`src/rtl/fetch_queue_stage_pkg.sv`:
```
// Shared fetch-pipeline definitions: default widths and the buffered fetch entry.
package fetch_queue_stage_pkg;

  localparam int FQ_PC_W    = 6;
  localparam int FQ_INSTR_W = 32;
  localparam int FQ_DEPTH   = 4;

  // One buffered fetch result: the word and the PC it was fetched from.
  // The pc field occupies the upper bits when the struct is packed.
  typedef struct packed {
    logic [FQ_PC_W-1:0]    pc;
    logic [FQ_INSTR_W-1:0] instr;
  } fetch_entry_t;

endpackage

```
`src/rtl/fetch_queue_stage_if.sv`:
```
// Fetch-stage bus bundle.
// Groups two things: the instruction-memory port, and the redirect and decode
// handshake signals.
// master = fetch stage, slave = its environment (memory, decode, branch unit).
interface fetch_queue_stage_if
  import fetch_queue_stage_pkg::*;
#(
  parameter int PC_W    = FQ_PC_W,
  parameter int INSTR_W = FQ_INSTR_W
);

  logic [PC_W-1:0]    imem_addr;
  logic [INSTR_W-1:0] imem_q;
  logic               redirect_valid;
  logic [PC_W-1:0]    redirect_pc;
  logic               id_valid;
  logic               id_ready;
  logic [INSTR_W-1:0] id_instr;
  logic [PC_W-1:0]    id_pc;
  logic [PC_W-1:0]    id_pc_plus1;

  modport master (
    output imem_addr,
    input  imem_q,
    input  redirect_valid,
    input  redirect_pc,
    output id_valid,
    input  id_ready,
    output id_instr,
    output id_pc,
    output id_pc_plus1
  );

  modport slave (
    input  imem_addr,
    output imem_q,
    output redirect_valid,
    output redirect_pc,
    input  id_valid,
    output id_ready,
    input  id_instr,
    input  id_pc,
    input  id_pc_plus1
  );

endinterface

```
`src/rtl/fetch_queue_stage_fifo.sv`:
```
// Small circular FIFO for fetched entries.
// Supports push, pop and flush, and exposes the head combinationally.
// Storage is reset as well so the head reads as zero straight out of reset.
module fetch_fifo #(
  parameter int DEPTH = 4,
  parameter int WIDTH = 38
) (
  input  logic                       clk,
  input  logic                       rst,
  input  logic                       push,
  input  logic                       pop,
  input  logic                       flush,
  input  logic [WIDTH-1:0]           push_data,
  output logic [WIDTH-1:0]           head_data,
  output logic [$clog2(DEPTH):0]     count
);

  localparam int PTR_W = $clog2(DEPTH);

  logic [WIDTH-1:0] mem [DEPTH];
  logic [PTR_W-1:0] rd_ptr;
  logic [PTR_W-1:0] wr_ptr;

  // Pointer and occupancy tracking; flush wins over any push or pop.
  always_ff @(posedge clk or negedge rst) begin
    if (!rst) begin
      rd_ptr <= '0;
      wr_ptr <= '0;
      count  <= '0;
    end else if (flush) begin
      rd_ptr <= '0;
      wr_ptr <= '0;
      count  <= '0;
    end else begin
      if (push) wr_ptr <= wr_ptr + PTR_W'(1);
      if (pop)  rd_ptr <= rd_ptr + PTR_W'(1);
      if (push && !pop)      count <= count + 1'b1;
      else if (pop && !push) count <= count - 1'b1;
    end
  end

  // Entry storage written at the write pointer.
  always_ff @(posedge clk or negedge rst) begin
    if (!rst) begin
      for (int i = 0; i < DEPTH; i++) mem[i] <= '0;
    end else if (push && !flush) begin
      mem[wr_ptr] <= push_data;
    end
  end

  assign head_data = mem[rd_ptr];

endmodule

```
`src/rtl/fetch_queue_stage.sv`:
```
// Instruction-fetch front end.
// Owns the fetch PC and issues one memory read per cycle while there is
// credit. Returned words are queued with their PCs and presented to decode
// over valid/ready. A redirect flushes the queue and any read still in flight.
module fetch_queue_stage
  import fetch_queue_stage_pkg::*;
#(
  parameter int PC_W    = FQ_PC_W,
  parameter int INSTR_W = FQ_INSTR_W,
  parameter int DEPTH   = FQ_DEPTH
) (
  input  logic                clk,
  input  logic                rst,
  fetch_queue_stage_if.master bus
);

  localparam int ENTRY_W = PC_W + INSTR_W;
  localparam int CNT_W   = $clog2(DEPTH) + 1;

  logic [PC_W-1:0]    fetch_pc_q;
  logic [PC_W-1:0]    inflight_pc_q;
  logic               inflight_q;
  logic [CNT_W-1:0]   count;
  logic [CNT_W:0]     credit_sum;
  logic [ENTRY_W-1:0] push_data;
  logic [ENTRY_W-1:0] head_data;
  logic               issue;
  logic               push;
  logic               pop;
  logic               flush;
  logic               id_valid;

  // Credit check: buffered plus in-flight entries must leave room for one more.
  // A pop in the same cycle earns no credit.
  always_comb begin
    credit_sum = {1'b0, count} + {{CNT_W{1'b0}}, inflight_q};
    issue      = !bus.redirect_valid && (credit_sum < (CNT_W+1)'(DEPTH));
  end

  assign flush     = bus.redirect_valid;
  assign push      = inflight_q && !bus.redirect_valid;
  assign id_valid  = (count != '0);
  assign pop       = id_valid && bus.id_ready;
  assign push_data = {inflight_pc_q, bus.imem_q};

  // Fetch PC and in-flight tracking.
  // A redirect restarts fetch and kills the outstanding read by clearing inflight_q.
  always_ff @(posedge clk or negedge rst) begin
    if (!rst) begin
      fetch_pc_q    <= '0;
      inflight_q    <= 1'b0;
      inflight_pc_q <= '0;
    end else if (bus.redirect_valid) begin
      fetch_pc_q <= bus.redirect_pc;
      inflight_q <= 1'b0;
    end else if (issue) begin
      inflight_q    <= 1'b1;
      inflight_pc_q <= fetch_pc_q;
      fetch_pc_q    <= fetch_pc_q + PC_W'(1);
    end else begin
      inflight_q <= 1'b0;
    end
  end

  fetch_fifo #(
    .DEPTH (DEPTH),
    .WIDTH (ENTRY_W)
  ) u_fifo (
    .clk       (clk),
    .rst       (rst),
    .push      (push),
    .pop       (pop),
    .flush     (flush),
    .push_data (push_data),
    .head_data (head_data),
    .count     (count)
  );

  assign bus.imem_addr   = fetch_pc_q;
  assign bus.id_valid    = id_valid;
  assign bus.id_instr    = head_data[INSTR_W-1:0];
  assign bus.id_pc       = head_data[ENTRY_W-1 -: PC_W];
  assign bus.id_pc_plus1 = head_data[ENTRY_W-1 -: PC_W] + PC_W'(1);

endmodule

```
`src/flat_wrapper.sv`:
```
// flat-port wrapper written by rule: the top's interface ports become plain ports
module fetch_queue_stage_flat import fetch_queue_stage_pkg::*;
#(
  parameter int PC_W    = FQ_PC_W,
  parameter int INSTR_W = FQ_INSTR_W,
  parameter int DEPTH   = FQ_DEPTH
)
  (clk, rst, bus_imem_addr, bus_imem_q, bus_redirect_valid, bus_redirect_pc, bus_id_valid, bus_id_ready, bus_id_instr, bus_id_pc, bus_id_pc_plus1);
  fetch_queue_stage_if #(.PC_W(PC_W), .INSTR_W(INSTR_W)) bus_i ();
  input  logic clk;
  input  logic rst;
  output wire logic [$bits(bus_i.imem_addr)-1:0] bus_imem_addr;
  input wire logic [$bits(bus_i.imem_q)-1:0] bus_imem_q;
  input wire logic [$bits(bus_i.redirect_valid)-1:0] bus_redirect_valid;
  input wire logic [$bits(bus_i.redirect_pc)-1:0] bus_redirect_pc;
  output wire logic [$bits(bus_i.id_valid)-1:0] bus_id_valid;
  input wire logic [$bits(bus_i.id_ready)-1:0] bus_id_ready;
  output wire logic [$bits(bus_i.id_instr)-1:0] bus_id_instr;
  output wire logic [$bits(bus_i.id_pc)-1:0] bus_id_pc;
  output wire logic [$bits(bus_i.id_pc_plus1)-1:0] bus_id_pc_plus1;
  assign bus_imem_addr = bus_i.imem_addr;
  assign bus_i.imem_q = bus_imem_q;
  assign bus_i.redirect_valid = bus_redirect_valid;
  assign bus_i.redirect_pc = bus_redirect_pc;
  assign bus_id_valid = bus_i.id_valid;
  assign bus_i.id_ready = bus_id_ready;
  assign bus_id_instr = bus_i.id_instr;
  assign bus_id_pc = bus_i.id_pc;
  assign bus_id_pc_plus1 = bus_i.id_pc_plus1;
  fetch_queue_stage #(.PC_W(PC_W), .INSTR_W(INSTR_W), .DEPTH(DEPTH)) u_core (.clk(clk), .rst(rst), .bus(bus_i));
endmodule
```
`config.mk`:
```
export PLATFORM = sky130hd
export DESIGN_NAME = fetch_queue_stage_flat
export DESIGN_NICKNAME = d
export VERILOG_FILES = /design/src/rtl/fetch_queue_stage_pkg.sv /design/src/rtl/fetch_queue_stage_if.sv /design/src/rtl/fetch_queue_stage_fifo.sv /design/src/rtl/fetch_queue_stage.sv /design/src/flat_wrapper.sv
export SDC_FILE = /design/constraint.sdc
export NUM_CORES = 1
export LEC_CHECK = 0
export CAP_MARGIN = 20
export CORE_ASPECT_RATIO = 0.75
export CORE_MARGIN = 3
export CORE_UTILIZATION = 60
export CTS_CLUSTER_DIAMETER = 150
export CTS_CLUSTER_SIZE = 20
export DETAILED_ROUTE_END_ITERATION = 8
export PLACE_DENSITY = 0.83
export SYNTH_ARGS = -nofsm -noshare
export SYNTH_HDL_FRONTEND = slang
export SYNTH_SLANG_ARGS = --single-unit
```
`constraint.sdc`:
```
create_clock -name clk -period 3.4 [get_ports clk]
set_input_delay 0.51 -clock clk [delete_from_list [all_inputs] [get_ports clk]]
set_output_delay 0.51 -clock clk [all_outputs]
set_load 0.01 [all_outputs]
```
==> flow_summary.toml <==
[drt]
dr.pass1.iters = 4
drt-total-wl_um = 16000
via_per_inst = 5.89
drt-wirelength-per-cell_um = 21.6
final_antenna_net_count = 0
drc = 0
via_count = 4373
drtIter0Drc = 272

[layout]
layout_common_cells = "dfrtp_1 (170), mux2_2 (153), clkdlybuf4s50_1 (91)"
register_area_mm2 = 0.00431
fin_cells = 742
drive_above_1_share_pct = 42.2
final.fill_count = 728
final_common_cell = "dfrtp_1"
multiInputGateArea_mm2 = 0.00316
area_growth_pct = 21.8
final_nets = 613
diodes = 0

[sta]
grt_setup_unrepaired = "no"
finalClockSkew_ns = 0.0123
max_freq_ghz = 0.327
setup_tns_ns = 0
slew_viol_final = 0
setup-violations-final = 0
holdWs_ns = 0.0992
worst_pin_slew_ns = 0.695
period_share_pct = 89.8
final.min_clock_period_ns = 3.05
finalHoldViolations = 0
maxSlewHeadroom_pct = 53.7
finalWorstSetupSlack_ns = 0.346

[synth]
synth_fa_ha_area_share_pct = 1.24
synth-xor-area-share_pct = 1.49
synth_compound_area_share_pct = 1.19
synth_top_family_by_area = "multiplexers"
ys_ff_latch = 172
yosys.area_share.simple_pct = 2.44
syn_nets = 519
syn_area_per_cell_um2 = 16.3
yosysWarnings = 0
ys_seq_area_share_pct = 56.3
ys.flop_type = "dfrtp_1"
syn_area_mm2 = 0.00765
ys_async_sr_fraction_pct = 100
synthCells = 470
synthMuxAreaShare_pct = 34.9
synth_edf_count = 0
synthDistinctLibCells = 37

[placement]
portBuffers = 92
routabilityCongestion = 0.720
dp.cells = 711
hpwl_um = 10100
place_ws_ns = 0.741

[clocking]
root_buffer = "clkbuf_16"
clockBufferDepth = 2
clk_pin_slew_ns = 0.07
ctsHoldBuffers = 0
cts_setup_buffers = 0
worstSkewPairLatency_ns = 0.41
cts_max_level = 4
cts_inserted_buffers = 17
postCtsResizedCells = 0
cts_sinks = 172
cts_tree = "yes"

[critical_path]
cp.arrival_ns = 2.54
setup.worst_path.class = "reg -> out"
path_cells = "mux4_2 -> and2_1 -> nand3_2 -> xnor2_1 -> clkdlybuf4s50_1"
end_kind = "primary output"
crit_required_ns = 2.89
startpoint_type = "register"
slowest_delay_ns = 0.61
cp_max_fo = 10
path_delay_family = "multiplexers"
cp_slowest_cell = "mux4_2"
cp_num_buf_inv = 1

[pwr]
power_w = 0.00922
leakage_nw = 4.07
peakVddDrop_v = 0.000508
p_int_w = 0.00643
p_per_area_mw_per_mm2 = 990
seqPwrFrac_pct = 39.7
sw_frac_of_total_pct = 30.3
clkPwrFrac_pct = 21.0
comb_power_share_pct = 39.4
switchingPower_w = 0.00280

[grt]
overflow = 0
grt_max_degree = 78
grt_usage_pct = 24.2
grt_pass1_vias = 4787
grt_pass1_wl_um = 26200
antenna_found_initial = 0

[min_path]
hold_path.class = "in -> async"

[floorplan]
start_util_pct = 61.9
io_pins = 93
rows = 35
die-area_mm2 = 0.0142
core_area_mm2 = 0.0123
die_height_um = 104
fp.dieW_um = 136

[run]
max-cap-violations = 0

[outcome]
status = "completed"
-- registers in the layout (all words and copies together) (netlist names) --
| signal | cells |
|---|---|
| u_core.u_fifo.mem | 152 |
| u_core.bus.imem_addr | 6 |
| u_core.inflight_pc_q | 6 |
| u_core.u_fifo.count | 3 |
| u_core.u_fifo.rd_ptr | 2 |
| u_core.u_fifo.wr_ptr | 2 |
| u_core.inflight_q | 1 |
-- layout make-up --
class                      count  share of cell area [%]
inverter                       5                   0.201
timing repair buffer         103                    11.0
clock inverter                12                    1.52
multi-input combinational    265                    33.9
tap                          166                    2.23
sequential                   172                    46.2
clock buffer                  19                    4.86
-- per-layer routing --
metal	GRT usage [%]	vias to the layer above	wire [um]
met4	4.24	0	45
met3	6.26	2	831
met1	35.2	2346	7160
li1	-	1918	-
met5	0	-	0
met2	38.2	107	7960
-- worst reg2reg max path, stage by stage, from the launching register on --
cell,delay (ns)
dfrtp_1,0.51
and2b_1,0.30
and2_1,0.20
fa_1,0.37
nor3b_1,0.16
o21ai_0,0.19
nor3b_1,0.24
-- stage by stage --
stage / instance area [um^2] / utilization (%)
final: 9320 / 75.5
after global placement: 8730 / 70.7
after detailed placement: 8730 / 70.7
after global routing: 9320 / 75.5
after floorplan: 7650 / -
after CTS: 9320 / 75.5
-- cell usage after synthesis (2+ instances only) --
cell type / instances / area (um^2)
dfrtp_1: 172 / 4300
mux2_2: 153 / 1720
mux4_2: 35 / 788
buf_2: 13 / 65.1
nand2_1: 13 / 48.8
buf_4: 9 / 67.6
xor2_1: 7 / 61.3
ha_1: 6 / 75.1
nor2_1: 6 / 22.5
o21ai_0: 6 / 30.0
xnor2_1: 6 / 52.6
inv_1: 5 / 18.8
mux2_1: 5 / 56.3
and2_1: 3 / 18.8
clkbuf_1: 3 / 11.3
mux4_1: 3 / 78.8
mux2i_1: 2 / 20.0
nand4_1: 2 / 12.5
nor3_1: 2 / 10.0
nor3b_1: 2 / 15.0
-- path summary, 6_finish.rpt --
kind / startpoint / endpoint / slack (ns) / cells after the start
setup / recovery: u_core.u_fifo.rd_ptr[0] / bus_id_pc_plus1[5] / 0.35 / 5
hold / removal: rst / u_core.u_fifo.mem[115] / 0.1 / 1
setup reg to reg: u_core.inflight_q / u_core.u_fifo.count[2] / 1.33 / 6
hold reg to reg: u_core.u_fifo.mem[113] / u_core.u_fifo.mem[113] / 0.49 / 1
max in group asynchronous: rst / u_core.u_fifo.mem[119] / 2.31 / 2
min in group clk: u_core.u_fifo.mem[113] / u_core.u_fifo.mem[113] / 0.49 / 1
-- logic make-up (layout without fill, tap and decap cells) --
family / count (synthesis) / in the layout
buf+inv: 33 / 139
xor+xnor: 13 / 13
mux: 198 / 198
compound gates: 11 / 11
simple gates: 36 / 36
fa+ha+maj: 7 / 7
flops: 172 / 172
-- power groups by stage --
| stage | registers (W) | logic, W | clock network, W |
|---|---|---|---|
| after global placement | 0.00360 | 0.00352 | 0 |
| after global routing | 0.00377 | 0.00390 | 0.00206 |
| after detailed placement | 0.00366 | 0.00364 | 0 |
| after floorplan | 0.00338 | 0.00235 | 0 |
| final | 0.00366 | 0.00363 | 0.00193 |
| after CTS | 0.00364 | 0.00369 | 0.00196 |
No activity file was read; power rests on OpenSTA's default activity.
==> RTL change 1: new RTL, same flow settings <==
Set the package constant `FQ_INSTR_W` to 64 (it was 32).
--- a/src/rtl/fetch_queue_stage_pkg.sv
+++ b/src/rtl/fetch_queue_stage_pkg.sv
@@ -2,7 +2,7 @@
 package fetch_queue_stage_pkg;
 
   localparam int FQ_PC_W    = 6;
-  localparam int FQ_INSTR_W = 32;
+  localparam int FQ_INSTR_W = 64;
   localparam int FQ_DEPTH   = 4;
 
   // One buffered fetch result: the word and the PC it was fetched from.
Interface: changed (resized bus_id_instr and bus_imem_q); port bits go from 93 to 157. No check against the original RTL was run, so the function may have changed too.
==> RTL change 1 against the unedited design <==
- worst setup slack got worse by 130 ps
- power rose by 71%
- sequential cell count increased by 128
- area after synthesis is 88% higher
- register-to-register slack got worse by 610 ps
- first-iteration DRC count rose by 40%
- design area grew 79%
- routed wire length grew 74%
==> RTL change 1: results (changes against the unedited design) <==
Run status
  – Status: complete, no violations

Final layout
  – Fillers: 1490 (+100%)
  – Flip-flop and latch area: 7510 µm² (+74%)
  – Share of layout cells above drive strength 1: 0.443 (+0.0211)
  – Largest register FFs: 280 (+84%)

Global routing
  – Vias in the first global route: 8018 (+67%)
  – Met3 Resource Use GR: 0.0428 (-0.0198)
  – Met2 usage: 0.335 (-0.0462)
  – Global-route wire length before repair: 45.9 mm (+75%)
  – Initial antenna violation count: 2 (+2)
  – Largest net degree at the start of global routing: 79 (+1.3%)
  – Met1 GRT Util: 0.348 (-0.00452)

Drt
  – Initial DRT Pass Iterations: 5 (+1)
  – Vias/cell: 5.84 (-0.84%)
  – WL per Instance: 22.7 µm (+5.2%)
  – Iter 0 DRT Violations: 381 (+40%)

Min path
  – Hold path cells: 1
  – Hold crit path type: reg -> reg

Worst setup path
  – CP Max Fanout: 9 (-1)
  – Reg-to-reg setup timing slack: 720 ps (-610 ps)
  – Worst Setup EP: bus_id_pc_plus1[2]
  – Slowest Stage Delay on Critical Path: 590 ps (-20 ps)
  – Critical path arrival: 2670 ps (+130 ps)
  – FF-to-FF End: u_core.u_fifo.mem[229]
  – R2R cell count: 4 (-2)

Place
  – Setup Slack @ Placement: 431 ps (-310 ps)
  – GP Congestion: 0.745 (+3.5%)
  – DP Wirelength: 17.6 mm (+75%)

Pwr
  – Clock group share of total power: 0.135 (-0.075)
  – Part of the power in registers: 0.403 (+0.006)
  – Pwr dens: 949 nW/µm² (-4.1%)
  – Max IR drop VDD: 0.000469 V (-7.8%)
  – NetSw: 4.59 mW (+64%)
  – Leakage: 8.08 nW (+99%)

Logic synthesis
  – Mux share of post-synthesis cell area: 0.409 (+0.0601)
  – Post-Synth Adder-Cell Area: 0.00662 (-0.00581)
  – Synth Area in XOR/XNOR: 0.00793 (-0.00696)
  – Synth area leaders: dfrtp_1, mux2_4, mux4_2
  – Yosys cell types: 36 (-2.7%)
  – Cells after synthesis: 778 (+66%)
  – Synth Area in Compound Gates: 0.00714 (-0.00480)
  – Post-Synthesis Net Count: 859 (+66%)
  – Register area share after synthesis: 0.523 (-0.0399)
  – Post-synth top cells: dfrtp_1, mux2_4, mux4_2

Clocking
  – CTS max path bufs: 3 (+1)
  – Worst-Skew Late Latency: 500 ps (+90 ps)
  – CTS H-tree depth: 1 (-3)
  – CTS Buf Count: 18 (+1)

STA
  – Max Clock Skew: 13.8 ps (+1.58 ps)
  – Fmax: 0.314 GHz (-4.0%)
  – Slew HR: 0.417 (-0.120)
RTL change 1: layout make-up:
cell class / count / share of cell area
sequential: 300 / 0.451
multi-input combinational: 425 / 0.384
timing repair buffer: 180 / 0.112
clock buffer: 20 / 0.0288
tap: 300 / 0.0225
inverter: 5 / 0.00113
RTL change 1: critical path, delay by kind of cell, from the launching register on:
family / cells / cell delay, ps
multiplexers: 1 / 590
flip-flops: 1 / 580
buffers and inverters: 1 / 560
adder cells (fa/ha/maj): 1 / 270
XOR/XNOR: 1 / 170
RTL change 1: timing repair:
| action | in CTS | in global routing |
|---|---|---|
| endpoints found under the hold margin | 1 | 0 |
| gates resized for setup | 0 | 1 |
| hold buffers | 1 | 0 |
| endpoints found under the setup margin | 0 | 1 |
RTL change 1: metal layers:
layer | vias up | routed length, µm
met3 | 31 | 1500
li1 | 3149 | -
met4 | 4 | 369
met2 | 164 | 12700
met5 | - | 21
met1 | 3840 | 13400
==> RTL change 2: new RTL, same settings <==
Made on the original files. Make the reset (`rst`) synchronous in 3 clocked blocks.
--- a/src/rtl/fetch_queue_stage_fifo.sv
+++ b/src/rtl/fetch_queue_stage_fifo.sv
@@ -22,7 +22,7 @@
   logic [PTR_W-1:0] wr_ptr;
 
   // Pointer and occupancy tracking; flush wins over any push or pop.
-  always_ff @(posedge clk or negedge rst) begin
+  always_ff @(posedge clk) begin
     if (!rst) begin
       rd_ptr <= '0;
       wr_ptr <= '0;
@@ -40,7 +40,7 @@
   end
 
   // Entry storage written at the write pointer.
-  always_ff @(posedge clk or negedge rst) begin
+  always_ff @(posedge clk) begin
     if (!rst) begin
       for (int i = 0; i < DEPTH; i++) mem[i] <= '0;
     end else if (push && !flush) begin
--- a/src/rtl/fetch_queue_stage.sv
+++ b/src/rtl/fetch_queue_stage.sv
@@ -45,7 +45,7 @@
 
   // Fetch PC and in-flight tracking.
   // A redirect restarts fetch and kills the outstanding read by clearing inflight_q.
-  always_ff @(posedge clk or negedge rst) begin
+  always_ff @(posedge clk) begin
     if (!rst) begin
       fetch_pc_q    <= '0;
       inflight_q    <= 1'b0;
Check against the original RTL: differs if rst is asserted again (counterexample within 4 cycles, from zero or initial values and one cycle with rst low); with rst held inactive, the same outputs for 4 cycles.
==> RTL change 2 against the unedited design <==
- non-clock buffer count increased by 8
- largest cell class unchanged
- design area unchanged
- die area fell by 0.70%
- routed wire length grew 2.8%
- area after synthesis decreased by 0.74%
- sequential cell count is 2 higher
- worst setup slack improved by 21 ps
Power is not compared: it rests on default switching activity, and its combinational part moved more than twofold at a synthesized area within 25%.
==> RTL change 2: results (changes against the unedited design) <==
Run status
  – Status: complete, no violations

Global routing
  – Vias in the first global route: 4696 (-1.9%)
  – Largest net degree at the start of global routing: 57 (-27%)
  – Initial antenna violation count: 0 (unchanged)
  – Global-route wire length before repair: 25.8 mm (-1.6%)
  – All-layer global routing usage: 0.250 (+0.00736)

Worst setup path
  – Reg-to-reg setup timing slack: 1160 ps (-170 ps)
  – Critical path class: reg -> out
  – Critical path arrival: 2520 ps (-20 ps)
  – CP top delay family: flip-flops
  – Worst Setup EP: bus_id_pc_plus1[4]
  – FF-to-FF End: u_core.u_fifo.count[2]
  – RR Startpoint: u_core.u_fifo.count[0]
  – R2R cell count: 8 (+2)
  – Crit-path slowest cell: dfxtp_2
  – CP Max Fanout: 17 (+7)
  – Slowest Stage Delay on Critical Path: 600 ps

Final layout
  – Fillers: 693 (-4.8%)
  – Share of layout cells above drive strength 1: 0.171 (-0.251)
  – Final Net Count: 635 (+3.6%)

Logic synthesis
  – EDFF count, synth: 152 (+152)
  – Share of synthesized registers carrying an async set or reset: 0 (-1.00)
  – Post-synth top cells: edfxtp_1, and2_1, and3_1
  – Avg Cell Area, Syn: 15.4 µm² (-5.6%)
  – Synth area leaders: edfxtp_1, mux4_2, and2_1
  – Yosys top cell area share: 0.601 (+0.0384)
  – Post-Synthesis Net Count: 540 (+4.0%)
  – Yosys warning total: 0 (unchanged)
  – Register area share after synthesis: 0.659 (+0.0964)

Drt
  – Initial DRT Pass Iterations: 5 (+1)
  – Vias/cell: 6.02 (+2.1%)
  – WL per Instance: 21.5 µm (-0.17%)
  – Iter 0 DRT Violations: 411 (+51%)

Clocking
  – CTS Buf Count: 17 (unchanged)
  – Worst-Skew Late Latency: 430 ps (+20 ps)

Min path
  – Hold crit path type: reg -> reg

STA
  – Slew HR: 0.554 (+0.0178)
  – Fmax: 0.330 GHz (+0.70%)
  – Worst hold slack: 534 ps (+435 ps)
  – Max Clock Skew: 14.0 ps (+1.77 ps)

Place
  – Placed Area: 8740 µm² (+0.13%)
  – Setup Slack @ Placement: 516 ps (-225 ps)
  – Number of port buffers: 92 (unchanged)
  – DP Wirelength: 10.3 mm (+2.6%)
  – GP Congestion: 0.852 (+18%)

Pwr
  – Max IR drop VDD: 0.000438 V
RTL change 2: per-stage QoR:
step,utilization,total power [mW],cells
global route,0.780,4.84,764
global placement,0.730,2.86,731
detailed placement,0.731,2.87,732
floorplan,-,2.66,494
CTS,0.780,4.72,764
finish,0.780,4.71,764
RTL change 2: tightest hold or removal path, cell delays in order, from the launching register on:
cell and delay (ps):
dfxtp_1 340, o21ai_0 90, a21oi_1 60
RTL change 2: layout make-up:
type	instances	share of cell area
clock buffers	24	0.0575
flip-flops and latches	174	0.537
clock inverters	8	0.00510
repair buffers	111	0.116
well taps	162	0.0217
multi-input cells	281	0.261
inverters	4	0.00175
RTL change 2: kinds of logic after synthesis:
logic type | after synthesis | share of synthesized area
xor gates and xnor gates | 14 | 0.0161
adders and majority gates | 4 | 0.00758
AOI/OAI and AO/OA | 12 | 0.0102
muxes | 46 | 0.124
and+or+nand+nor | 205 | 0.159
buffers and inverters | 39 | 0.0239
DFF | 174 | 0.659
RTL change 2: worst min path at each step:
stage                     depth (start not counted)                endpoint                    from
after detailed placement                          2  u_core.u_fifo.count[2]  u_core.u_fifo.count[2]
after global placement                            2  u_core.u_fifo.count[2]  u_core.u_fifo.count[2]
after floorplan                                   2  u_core.u_fifo.count[2]  u_core.u_fifo.count[2]
after CTS                                         2  u_core.u_fifo.count[2]  u_core.u_fifo.count[2]
after global routing                              2  u_core.u_fifo.count[2]  u_core.u_fifo.count[2]
final                                             2  u_core.u_fifo.count[2]  u_core.u_fifo.count[2]
RTL change 2: metal layers:
metal  wire, µm  up-vias  track usage
met3       1450       22       0.0556
met1       6920     2282        0.353
met2       7800      260        0.385
met5          0        -            0
met4        263        0        0.106
li1           -     2033            -
